File: src/rtl/slink_chn_sel_if.sv
// Channel health/busy inputs and selection outputs of slink_chn_sel.
// master: the selector itself; slave: the consumer of the selection.
interface slink_chn_sel_if;
  logic       chn_a_err;
  logic       chn_b_err;
  logic       chn_a_busy;
  logic       chn_b_busy;
  logic       sel_chn;
  logic       sel_valid;
  logic       sw_pulse;
  logic [7:0] sw_cnt;
  logic       drain_busy;

  modport master (
    input  chn_a_err, chn_b_err, chn_a_busy, chn_b_busy,
    output sel_chn, sel_valid, sw_pulse, sw_cnt, drain_busy
  );

  modport slave (
    output chn_a_err, chn_b_err, chn_a_busy, chn_b_busy,
    input  sel_chn, sel_valid, sw_pulse, sw_cnt, drain_busy
  );
endinterface

File: src/rtl/slink_chn_sel.sv
// A/B channel selector with per-channel recovery hold-off and switchover counter.
// Define SLINK_REVERT_EN to revert to A at the next B packet boundary once A recovers.
module slink_chn_sel #(
  parameter logic [15:0] RECOV_CYCLES = 16'd1000
) (
  input logic             clk_125m,
  input logic             rst_125m,
  slink_chn_sel_if.master bus
);

`ifdef SLINK_REVERT_EN
  typedef enum logic [1:0] {NONE = 2'd0, ACT_A = 2'd1, ACT_B = 2'd2, DRAIN = 2'd3} state_t;
`else
  typedef enum logic [1:0] {NONE = 2'd0, ACT_A = 2'd1, ACT_B = 2'd2} state_t;
`endif

  state_t      state, next;
  logic [15:0] cnt_a, cnt_b;
  logic        a_ok, b_ok;
  logic        nxt_valid, nxt_chn, change;
  logic        sel_chn, sel_valid, sw_pulse, drain_busy;
  logic [7:0]  sw_cnt;
  logic        unused_busy;

  always_ff @(posedge clk_125m) begin
    if (rst_125m || bus.chn_a_err)  cnt_a <= '0;
    else if (cnt_a != RECOV_CYCLES) cnt_a <= cnt_a + 16'd1;
  end

  always_ff @(posedge clk_125m) begin
    if (rst_125m || bus.chn_b_err)  cnt_b <= '0;
    else if (cnt_b != RECOV_CYCLES) cnt_b <= cnt_b + 16'd1;
  end

  assign a_ok = !bus.chn_a_err && (cnt_a == RECOV_CYCLES);
  assign b_ok = !bus.chn_b_err && (cnt_b == RECOV_CYCLES);

  always_ff @(posedge clk_125m) begin
    if (rst_125m) state <= NONE;
    else          state <= next;
  end

  always_comb begin
    next = state;
    case (state)
      NONE: begin
        if (a_ok)      next = ACT_A;
        else if (b_ok) next = ACT_B;
      end
      ACT_A: begin
        if (!a_ok) next = b_ok ? ACT_B : NONE;
      end
      ACT_B: begin
        if (!b_ok) next = a_ok ? ACT_A : NONE;
`ifdef SLINK_REVERT_EN
        else if (a_ok) next = DRAIN;
`endif
      end
`ifdef SLINK_REVERT_EN
      DRAIN: begin
        if (!b_ok && a_ok)       next = ACT_A;
        else if (!a_ok && b_ok)  next = ACT_B;
        else if (!a_ok && !b_ok) next = NONE;
        else if (!bus.chn_b_busy) next = ACT_A;
      end
`endif
      default: next = NONE;
    endcase
  end

  // Outputs are registered from the next-state decode so they change on the
  // same edge as the state register.
  always_comb begin
    nxt_valid = 1'b0;
    nxt_chn   = sel_chn;
    case (next)
      ACT_A: begin nxt_valid = 1'b1; nxt_chn = 1'b0; end
      ACT_B: begin nxt_valid = 1'b1; nxt_chn = 1'b1; end
`ifdef SLINK_REVERT_EN
      DRAIN: begin nxt_valid = 1'b1; nxt_chn = 1'b1; end
`endif
      default: ;
    endcase
    change = (nxt_valid && !sel_valid) || (nxt_chn != sel_chn);
  end

  always_ff @(posedge clk_125m) begin
    if (rst_125m) begin
      sel_chn   <= 1'b0;
      sel_valid <= 1'b0;
      sw_pulse  <= 1'b0;
      sw_cnt    <= '0;
    end else begin
      sel_chn   <= nxt_chn;
      sel_valid <= nxt_valid;
      sw_pulse  <= change;
      if (change && (sw_cnt != 8'hFF)) sw_cnt <= sw_cnt + 8'd1;
    end
  end

`ifdef SLINK_REVERT_EN
  always_ff @(posedge clk_125m) begin
    if (rst_125m) drain_busy <= 1'b0;
    else          drain_busy <= (next == DRAIN);
  end
`else
  assign drain_busy = 1'b0;
`endif

  // Channel A busy never gates a decision; B busy only matters for revert.
  assign unused_busy = bus.chn_a_busy ^ bus.chn_b_busy;

  assign bus.sel_chn    = sel_chn;
  assign bus.sel_valid  = sel_valid;
  assign bus.sw_pulse   = sw_pulse;
  assign bus.sw_cnt     = sw_cnt;
  assign bus.drain_busy = drain_busy;

endmodule

File: src/flat_wrapper.sv
// flat-port wrapper written by rule: the top's interface ports become plain ports
module slink_chn_sel_flat 
#(
  parameter logic [15:0] RECOV_CYCLES = 16'd1000
)
  (clk_125m, rst_125m, bus_chn_a_err, bus_chn_b_err, bus_chn_a_busy, bus_chn_b_busy, bus_sel_chn, bus_sel_valid, bus_sw_pulse, bus_sw_cnt, bus_drain_busy);
  slink_chn_sel_if bus_i ();
  input logic clk_125m;
  input logic rst_125m;
  input wire logic [$bits(bus_i.chn_a_err)-1:0] bus_chn_a_err;
  input wire logic [$bits(bus_i.chn_b_err)-1:0] bus_chn_b_err;
  input wire logic [$bits(bus_i.chn_a_busy)-1:0] bus_chn_a_busy;
  input wire logic [$bits(bus_i.chn_b_busy)-1:0] bus_chn_b_busy;
  output wire logic [$bits(bus_i.sel_chn)-1:0] bus_sel_chn;
  output wire logic [$bits(bus_i.sel_valid)-1:0] bus_sel_valid;
  output wire logic [$bits(bus_i.sw_pulse)-1:0] bus_sw_pulse;
  output wire logic [$bits(bus_i.sw_cnt)-1:0] bus_sw_cnt;
  output wire logic [$bits(bus_i.drain_busy)-1:0] bus_drain_busy;
  assign bus_i.chn_a_err = bus_chn_a_err;
  assign bus_i.chn_b_err = bus_chn_b_err;
  assign bus_i.chn_a_busy = bus_chn_a_busy;
  assign bus_i.chn_b_busy = bus_chn_b_busy;
  assign bus_sel_chn = bus_i.sel_chn;
  assign bus_sel_valid = bus_i.sel_valid;
  assign bus_sw_pulse = bus_i.sw_pulse;
  assign bus_sw_cnt = bus_i.sw_cnt;
  assign bus_drain_busy = bus_i.drain_busy;
  slink_chn_sel #(.RECOV_CYCLES(RECOV_CYCLES)) u_core (.clk_125m(clk_125m), .rst_125m(rst_125m), .bus(bus_i));
endmodule
File: config.mk
export PLATFORM = sky130hd
export DESIGN_NAME = slink_chn_sel_flat
export DESIGN_NICKNAME = d
export VERILOG_FILES = /design/src/rtl/slink_chn_sel_if.sv /design/src/rtl/slink_chn_sel.sv /design/src/flat_wrapper.sv
export SDC_FILE = /design/constraint.sdc
export NUM_CORES = 1
export LEC_CHECK = 0
export ABC_AREA = 0
export CELL_PAD_IN_SITES_DETAIL_PLACEMENT = 1
export CELL_PAD_IN_SITES_GLOBAL_PLACEMENT = 1
export CORE_ASPECT_RATIO = 1.75
export CORE_UTILIZATION = 43
export DETAILED_ROUTE_END_ITERATION = 7
export GPL_TIMING_DRIVEN = 0
export PLACE_DENSITY_LB_ADDON = 0.1
export SETUP_SLACK_MARGIN = 0.4
export SYNTH_ARGS = -nofsm -noshare
export SYNTH_HDL_FRONTEND = slang
export SYNTH_SLANG_ARGS = --single-unit
File: constraint.sdc
create_clock -name clk_125m -period 3.4 [get_ports clk_125m]
set_input_delay 0.34 -clock clk_125m [delete_from_list [all_inputs] [get_ports clk_125m]]
set_output_delay 0.34 -clock clk_125m [all_outputs]
set_load 0.02 [all_outputs]
* Yosys cells after proc, flatten, opt, wreduce, memory -nomap -nowiden *
Index checks and enable logic that the tools add are counted.

storage, ports and cells
  register bits = 45
  latch bits = 0
  memory bits (writable) = 0
  bits in read-only memories = 0
  word-level logic and storage cells = 41
  memories = 0

cells by class
  $add $sub $neg = 3
  multipliers = 0
  div/mod/pow operators = 0
  order comparisons = 0
  eq/ne operators = 10
  shifts and indexed selects = 0
  muxes and demuxes = 9
  bitwise operators = 0
  reductions and logical operators = 12

operators with widths
  cell                                                   count
  adder 16 x 1 -> 16 bit, second input constant          2
  equality test 16 x 10 -> 1 bit, second input constant  2
  != test 16 x 10 -> 1 bit, second input constant        2
  2-to-1 mux 2 bit                                       5
  adder 8 x 1 -> 8 bit, second input constant            1
  != test 8 bit, second input constant                   1
  one-hot mux 2 bit (3 select lines)                     1
  equality test 2 x 1 -> 1 bit, second input constant    2
  equality test 2 bit, second input constant             2
  logical AND 1 bit                                      4
  logical NOT 1 bit                                      3
  logical OR 1 bit                                       3
  logical NOT 2 bit                                      1
  2-to-1 mux 1 bit                                       2
  one-hot mux 1 bit (2 select lines)                     1
  OR reduction 2 bit                                     1
  != test 1 bit                                          1

* Longest topological paths before layout *
Gate-level depths: netlist of run 1.

  word-level depth = 11
  mapped depth = 11
  depth with buffers taken out = 11

* Least setup slack after synthesis of run 1 *
Ideal clock, no wire load.

  path type = register to register
  from = reg u_core.cnt_b[0]
  to = reg u_core.sw_cnt[5], in the netlist u_core.bus.sw_cnt[5]
  arrival time = 2.741 ns
  required time = 3.329 ns
  path slack = 0.589 ns
  stages on the path, launching flop included = 12
  buffers on the path = 0
  clock period less this slack = 2.811 ns
  cell sequence = dfxtp_1 -> inv_1 -> ha_1 -> or4b_2 -> nor4_1 -> o21ai_0 -> nand2_1 -> ha_1 -> nand4b_1 -> a21o_1 -> or4_1 -> a21oi_1

between the ends
  longest elaborated chain between the ends = 11

ends and longest elaborated chain
  what                                                                 line                                      RTL
  start, declared                                                      slink_chn_sel.sv:18                       logic [15:0] cnt_a, cnt_b;
  start signal, assigned                                               slink_chn_sel.sv:32                       else if (cnt_b != RECOV_CYCLES) cnt_b <= cnt_b + 16'd1;
  equality test 16 x 10 -> 1 bit (*)                                   slink_chn_sel.sv:36                       assign b_ok = !bus.chn_b_err && (cnt_b == RECOV_CYCLES);
  logical AND 1 bit (*)                                                slink_chn_sel.sv:36
  2-to-1 mux 2 bit (on tied branches)                                  slink_chn_sel.sv:48, slink_chn_sel.sv:51
  2-to-1 mux 2 bit (on tied branches)                                  slink_chn_sel.sv:47, slink_chn_sel.sv:51
  one-hot mux 2 bit (3 select lines) (*)                               slink_chn_sel.sv:45                       case (state)
  equality test 2 x 1 -> 1 bit or equality test 2 bit (tied branches)  slink_chn_sel.sv:76                       case (next)
  OR reduction 2 bit (no line)                                         --
  2-to-1 mux 1 bit                                                     slink_chn_sel.sv:76
  logical AND 1 bit                                                    slink_chn_sel.sv:84                       change = (nxt_valid && !sel_valid) || (nxt_chn != sel_chn);
  logical OR 1 bit (*)                                                 slink_chn_sel.sv:84
  logical AND 1 bit (*)                                                slink_chn_sel.sv:97                       if (change && (sw_cnt != 8'hFF)) sw_cnt <= sw_cnt + 8'd1;
  end signal, assigned                                                 slink_chn_sel.sv:97
  end, declared                                                        slink_chn_sel.sv:22                       logic [7:0] sw_cnt;

Mark *: on every way between the ends. The rest lies on a longest branch, timed or not.
A chain may end at the register's enable or synchronous reset.

* Final worst setup path of run 1 *
  from = reg u_core.cnt_b[2]
  to = reg u_core.sw_cnt[5], in the netlist u_core.bus.sw_cnt[5]

between the ends
  longest elaborated chain between the ends = 11

ends and longest elaborated chain
  what                                                                 line                                      RTL
  equality test 16 x 10 -> 1 bit (*)                                   slink_chn_sel.sv:36
  logical AND 1 bit (*)                                                slink_chn_sel.sv:36
  2-to-1 mux 2 bit (on tied branches)                                  slink_chn_sel.sv:51, slink_chn_sel.sv:48
  2-to-1 mux 2 bit (on tied branches)                                  slink_chn_sel.sv:51, slink_chn_sel.sv:47
  one-hot mux 2 bit (3 select lines) (*)                               slink_chn_sel.sv:45
  named net u_core.next[1]                                             slink_chn_sel.sv:17                       state_t state, next;
  equality test 2 x 1 -> 1 bit or equality test 2 bit (tied branches)  slink_chn_sel.sv:76
  OR reduction 2 bit (no line)                                         --
  2-to-1 mux 1 bit                                                     slink_chn_sel.sv:76
  logical AND 1 bit                                                    slink_chn_sel.sv:84
  logical OR 1 bit (*)                                                 slink_chn_sel.sv:84
  logical AND 1 bit (*)                                                slink_chn_sel.sv:97

Mark *: on every way through the listed nets, which the timed path passes. The rest lies on a longest branch.

==> run metrics, run 1 <==
cell taking the most area after synthesis dfxtp_1; Static Leak 0.831 nW; asr flop ratio synth 0%; Starting DRT DRC Count 30; syn avg cell area 8.68 um^2; crit path cell chain or4_1 > nor4_4 > nand2_1 > nor2_1 > ha_1 > nand4b_1 > a21o_1 > or4_1 > a21oi_1; DRT antenna net count 0; worst hold path startpoint u_core.cnt_a[15]; WS Path Type reg -> reg; Worst Setup SP u_core.cnt_b[2]; pwr dens between 300 and 400 mW/mm^2; required time of the critical path 3.64 ns; largest delay contributor family on the critical path simple AND/OR/NAND/NOR gates; synth top area cells dfxtp_1, nor2_1, xor2_1; CTS tree built; Netlist Area Pre-Place 0.00215 mm^2; Slowest-stage cell, CP or4_1; starting density of the core roughly 45%; Port Buffers 14; initial antenna violation count 0; Syn-to-layout area delta 16.3%; clk_lat worst skew 0.30 ns; IO Count 18; worst reg2reg path startpoint u_core.cnt_b[2]; Fin. Hold Viols 0; cts bufs inserted 5; total number of vias ~1800; layout cells sized above 1 8.76%; Reg clk slew, reported paths ~0.09 ns; core box area 0.00475 mm^2; sequential area share after synthesis 41.9%; synthesized net count 260; final setup skew ~0.0021 ns; Final Net Count 285; peak supply drop 0.000276 V; synth warn 0; Final Max Tran Viols 0; Mapped Cells about 250; die height 95.6 um; worst endpoint data arrival time between 3 and 4 ns; fin cells between 300 and 400; worst-path fanout max 8; status completed; fin worst setup slack approximately 0.57 ns; largest net degree at the start of global routing 16; WL/cell between 10 and 15 um; GR Util All Layers 19.7%; DP Worst Slack 0.0598 ns; row count 33; Die ar. 0.00530 mm^2; crit start category register; Top FF cell, synth dfxtp_1; drt pass-1 iters 6; Setup TNS 0 ns; CP peak stage delay 0.61 ns; Max Fclk 353 MHz; average vias per placed instance 5.66; die width 55.5 um; hpwl dp 3630 um; CTS Buffer Depth 2; critical path endpoint category register; EDFF count, synth 0; Yosys cell types 44; GP Congestion approximately 0.76; most used cell, CP or4_1; first-pass GRT wire length 8250 um; diode count 0; Max Cap Violations 0; # DRC 0; vias in the first global route 1815; post-synthesis register bit count 45; HP Class reg -> reg; number of instances in the placed design 314; minimum clock period 2.83 ns; unrepaired setup endpoints after global routing no; root buf cell clkbuf_8; GR Overflow Total 0; Final setup viols 0; H-tree depth reported by CTS 2; Total Wirelength 4840 um; clock sink count 45; post-synth top area share 41.9%; final critical-path share of the clock period 83.4%; Reg2Reg Setup Slack 0.57 ns; Buf/Inv on CP 0
[metal layers]
metal | vias to the layer above | share of wire [%] | track usage [%]
li1 | 925 | - | -
met4 | 0 | 2.7 | 9.79
met1 | 895 | 40 | 19.7
met5 | - | 0 | 0
met2 | 15 | 56 | 38.0
met3 | 9 | 1.7 | 4.21
[where the power goes]
| part | switching [W] | internal [W] | leakage, nW |
|---|---|---|---|
| registers | 0.00000304 | 0.000529 | 0.363 |
| logic | 0.0000187 | 0.0000127 | 0.432 |
| clock network | 0.000194 | 0.000144 | 0.0364 |
[state kept, by name, indices dropped and copies added, names as in the netlist]
name                  count
u_core.bus.sel_chn        1
u_core.bus.sel_valid      1
u_core.bus.sw_cnt         8
u_core.bus.sw_pulse       1
u_core.cnt_a             16
u_core.cnt_b             16
u_core.state              2
[Yosys cell counts, types with 2 or more instances]
cell / instances
mux2_2: 2
nor4_1: 6
o211ai_1: 2
nand2_1: 18
and2_1: 2
dfxtp_1: 45
ha_1: 6
a21o_1: 2
nand3_1: 12
nor2_1: 36
a21oi_1: 8
o31ai_1: 4
inv_1: 8
and4_1: 4
xor2_1: 14
clkbuf_1: 8
xnor2_1: 9
nor3_1: 6
o21ai_0: 5
mux2i_1: 5
nand4_1: 14
or4_1: 7
or2_2: 2
nand3b_1: 2
or3_1: 2
[metrics by stage]
step | util (%) | hold slack (ns) | power (W) | cell area, um^2
global placement | 49.6 | 0.472 | 0.000574 | 2360
detailed placement | 49.6 | 0.481 | 0.000575 | 2360
floorplan | - | 0.452 | 0.000563 | 2150
CTS | 52.5 | 0.497 | 0.000917 | 2490
finish | 52.7 | 0.494 | 0.000902 | 2500
global route | 52.7 | 0.531 | 0.000937 | 2500
[final cells by class]
type / instances / area, um^2
clock inverters: 3 / 22.5
multi-input cells: 185 / 1200
well taps: 52 / 65.1
flip-flops and latches: 45 / 901
plain buffers: 10 / 42.5
clock buffers: 5 / 68.8
fillers: 566 / 2250
inverters: 8 / 30.0
repair buffers: 18 / 170
[logic make-up (layout without fill, tap and decap cells)]
group | count (synthesis) | in the layout | synth area share, %
other | 1 | 1 | 0.174
AOI/OAI and AO/OA | 25 | 25 | 7.38
muxes | 7 | 7 | 3.37
DFF | 45 | 45 | 41.9
adders and majority gates | 6 | 6 | 3.49
and+or+nand+nor | 123 | 123 | 31.0
buffers and inverters | 18 | 44 | 3.37
xor gates and xnor gates | 23 | 23 | 9.36
[final timing paths]
check                    endpoint  depth (start not counted)
max          u_core.bus.sw_cnt[5]                          9
min              u_core.cnt_a[15]                          2
max reg2reg  u_core.bus.sw_cnt[5]                          9
min reg2reg      u_core.cnt_a[15]                          2
[worst min-delay path, cell delays in order (launching register included)]
cell and delay (ns):
dfxtp_1 0.33, o31ai_1 0.06, a21oi_1 0.06
[cells in the final DEF (no fill, tap or decap), types with 3 or more instances in the layout]
master           netlist  layout
xor2_1                14      14
mux2i_1                5       5
ha_1                   6       6
o21ai_0                5       5
nor3_1                 6       5
o31ai_1                4       4
clkbuf_8               0       5
dfxtp_1               45      45
clkinvlp_4             0       3
inv_1                  8       8
clkbuf_1               8       8
nand2_1               18      18
or4_1                  7       7
clkdlybuf4s50_1        0      14
nand4_1               14      14
buf_4                  1       5
xnor2_1                9       9
nand3_1               12      12
a21oi_1                8       8
nor4_1                 6       5
and4_1                 4       4
nor2_1                36      36
[timing repair]
item                                    in CTS  in global routing
pin swaps                                    3                  0
endpoints found under the setup margin       2                  3
buffers inserted                             3                  1
hold buffers                                 0                  0
hold endpoints to repair                     0                  0
resized for setup                            3                  1
(Power assumes the default switching activity.)
==> inputs of run 2 (changes only) <==
==> constraint.sdc (replaced) <==
create_clock -name clk_125m -period 2.7 [get_ports clk_125m]
set_input_delay 0.27 -clock clk_125m [delete_from_list [all_inputs] [get_ports clk_125m]]
set_output_delay 0.27 -clock clk_125m [all_outputs]
set_load 0.02 [all_outputs]
==> run 2 against run 1 <==
Maximum frequency decreased by 1.3%. Utilization increased by 5.1 points. Via count increased by 5.9%. Global-route usage increased by 2.1 points. Non-clock buffer count increased by 11. Register-to-register slack got worse by 0.74 ns. The flow now finishes with violations (negative setup slack). Clock power increased by 80%. Die area unchanged. Clock skew increased by 0.0052 ns. Final cell count increased by 3.4%.
==> run metrics, run 2 (same netlist as run 1, synthesis figures left out) <==
status finished, violations left; failing checks negative setup slack; clk_lat worst skew about 0.3 ns; largest net degree at the start of global routing 15; Worst Hold Path Cells 2; final critical-path share of the clock period 106%; vias in the first global route 1970; GP Congestion 0.726; met1 Usage GRT 21.0%; initial antenna violation count 0; Syn-to-layout area delta 27.4%; Slowest-stage cell, CP or4bb_4; Reg2Reg Setup Slack -0.17 ns; met3 usage between 3 and 4%; die width 55.5 um; worst-path fanout max 4; Fin. Hold Viols 0; area of the multi-input gates around 0.0013 mm^2; required time of the critical path just under 3 ns; core box area around 0.0047 mm^2; crit start category register; Max Fclk 348 MHz; Final Net Count between 200 and 300; met2 usage 44.3%; HP Class reg -> reg; Slew @ Worst Pin 0.817 ns; IO Count 18; hpwl dp 3720 um; fin worst setup slack -0.172 ns; WP depth 9; first-pass GRT wire length 8910 um; Reg area approximately 920 um^2; row count 33; layout filler cell count 565; average vias per placed instance 5.80; Reg clk slew, reported paths 0.09 ns; WL/cell around 17 um; diode count 0; most common cell after layout, fill and taps aside dfxtp_1; worst r2r path cells 9; Hold Buf Count CTS 0; final setup skew 0.00738 ns; GR Util All Layers 21.8%; starting density of the core 45.3%; WS Path Type reg -> reg; layout cells sized above 1 19.3%; critical path endpoint category register; Static Leak roughly 0.94 nW; DP Worst Slack -0.438 ns; CTS Buffer Depth 2; Overall Power 0.00132 W; H-tree depth reported by CTS 2; minimum clock period 2.87 ns; Max Cap Violations 0; worst endpoint data arrival time just over 3 ns; unrepaired setup endpoints after global routing yes; Post-DP Area 0.00238 mm^2; drt pass-1 iters 4; Port Buffers 14; busiest grt layer met2; die height 95.6 um; Buf/Inv on CP 0; peak supply drop between 0.0003 and 0.0004 V; # DRC 0; Final Max Tran Viols 0; Total Wirelength around 5600 um; pwr dens roughly 480 mW/mm^2; most frequent cells in the layout dfxtp_1, nor2_1, nand2_1; Die ar. 0.00530 mm^2; largest delay contributor family on the critical path simple AND/OR/NAND/NOR gates; top flop regs u_core.cnt_a x16, u_core.cnt_b x16, u_core.bus.sw_cnt x8; cts bufs inserted 5; root buf cell clkbuf_8; Final setup viols 3; crit path cell chain or4bb_4 > nor4_4 > o21ai_1 > nand2_1 > ha_4 > nand4b_1 > a21o_1 > or4_4 > a21oi_2; GR Overflow Total 0; final instance area 0.00274 mm^2; clock sink count 45; CTS tree built; total number of vias 1953; Slew HR 45.1%; CP peak stage delay 0.57 ns; DRT antenna net count 0; Starting DRT DRC Count 43
run 2: repair_timing:
action,in CTS,in global routing
gates cloned,0,0
endpoints found under the setup margin,10,8
buffers inserted,9,6
pin swaps,11,3
gates resized for setup,17,14
run 2: worst register-to-register path, delay by kind of cell (launching register included):
kind                       cells  cell delay [ns]
adders and majority gates      1             0.24
and+or+nand+nor                5             1.73
AOI/OAI and AO/OA              3             0.48
DFF                            1             0.35
run 2: through the flow:
step / hold slack, ns / TNS, ns / utilization [%] / std cells
6_report: 0.501 / -0.303 / 57.8 / 337
2_1_floorplan: 0.452 / -0.0332 / - / 248
3_3_place_gp: 0.468 / -1.57 / 50.1 / 314
4_1_cts: 0.499 / -0.191 / 55.7 / 331
3_5_place_dp: 0.485 / -1.82 / 50.1 / 314
5_1_grt: 0.539 / -0.747 / 57.8 / 337
run 2: layout make-up:
cell class | instances | area share, %
plain buffers | 10 | 1.55
clock buffers | 5 | 2.51
multi-input cells | 185 | 46.8
repair buffers | 29 | 9.76
flip-flops and latches | 45 | 33.5
clock inverters | 3 | 2.37
inverters | 8 | 1.09
well taps | 52 | 2.37
run 2: worst paths after layout:
check | start | end
max | u_core.cnt_b[4] | u_core.bus.sw_cnt[5]
min | u_core.cnt_a[15] | u_core.cnt_a[15]
max reg2reg | u_core.cnt_b[4] | u_core.bus.sw_cnt[5]
min reg2reg | u_core.cnt_a[15] | u_core.cnt_a[15]
run 2: metal layers:
metal / up-vias / part of all wire [%]
met5: - / 0
met4: 0 / 2.8
met3: 14 / 1.6
met2: 25 / 58
met1: 970 / 37
li1: 944 / -
run 2: where the power goes:
part / internal [W] / switching [W]
Sequential: 0.000663 / 0.00000323
Clock: 0.000368 / 0.000239
Combinational: 0.0000180 / 0.0000270
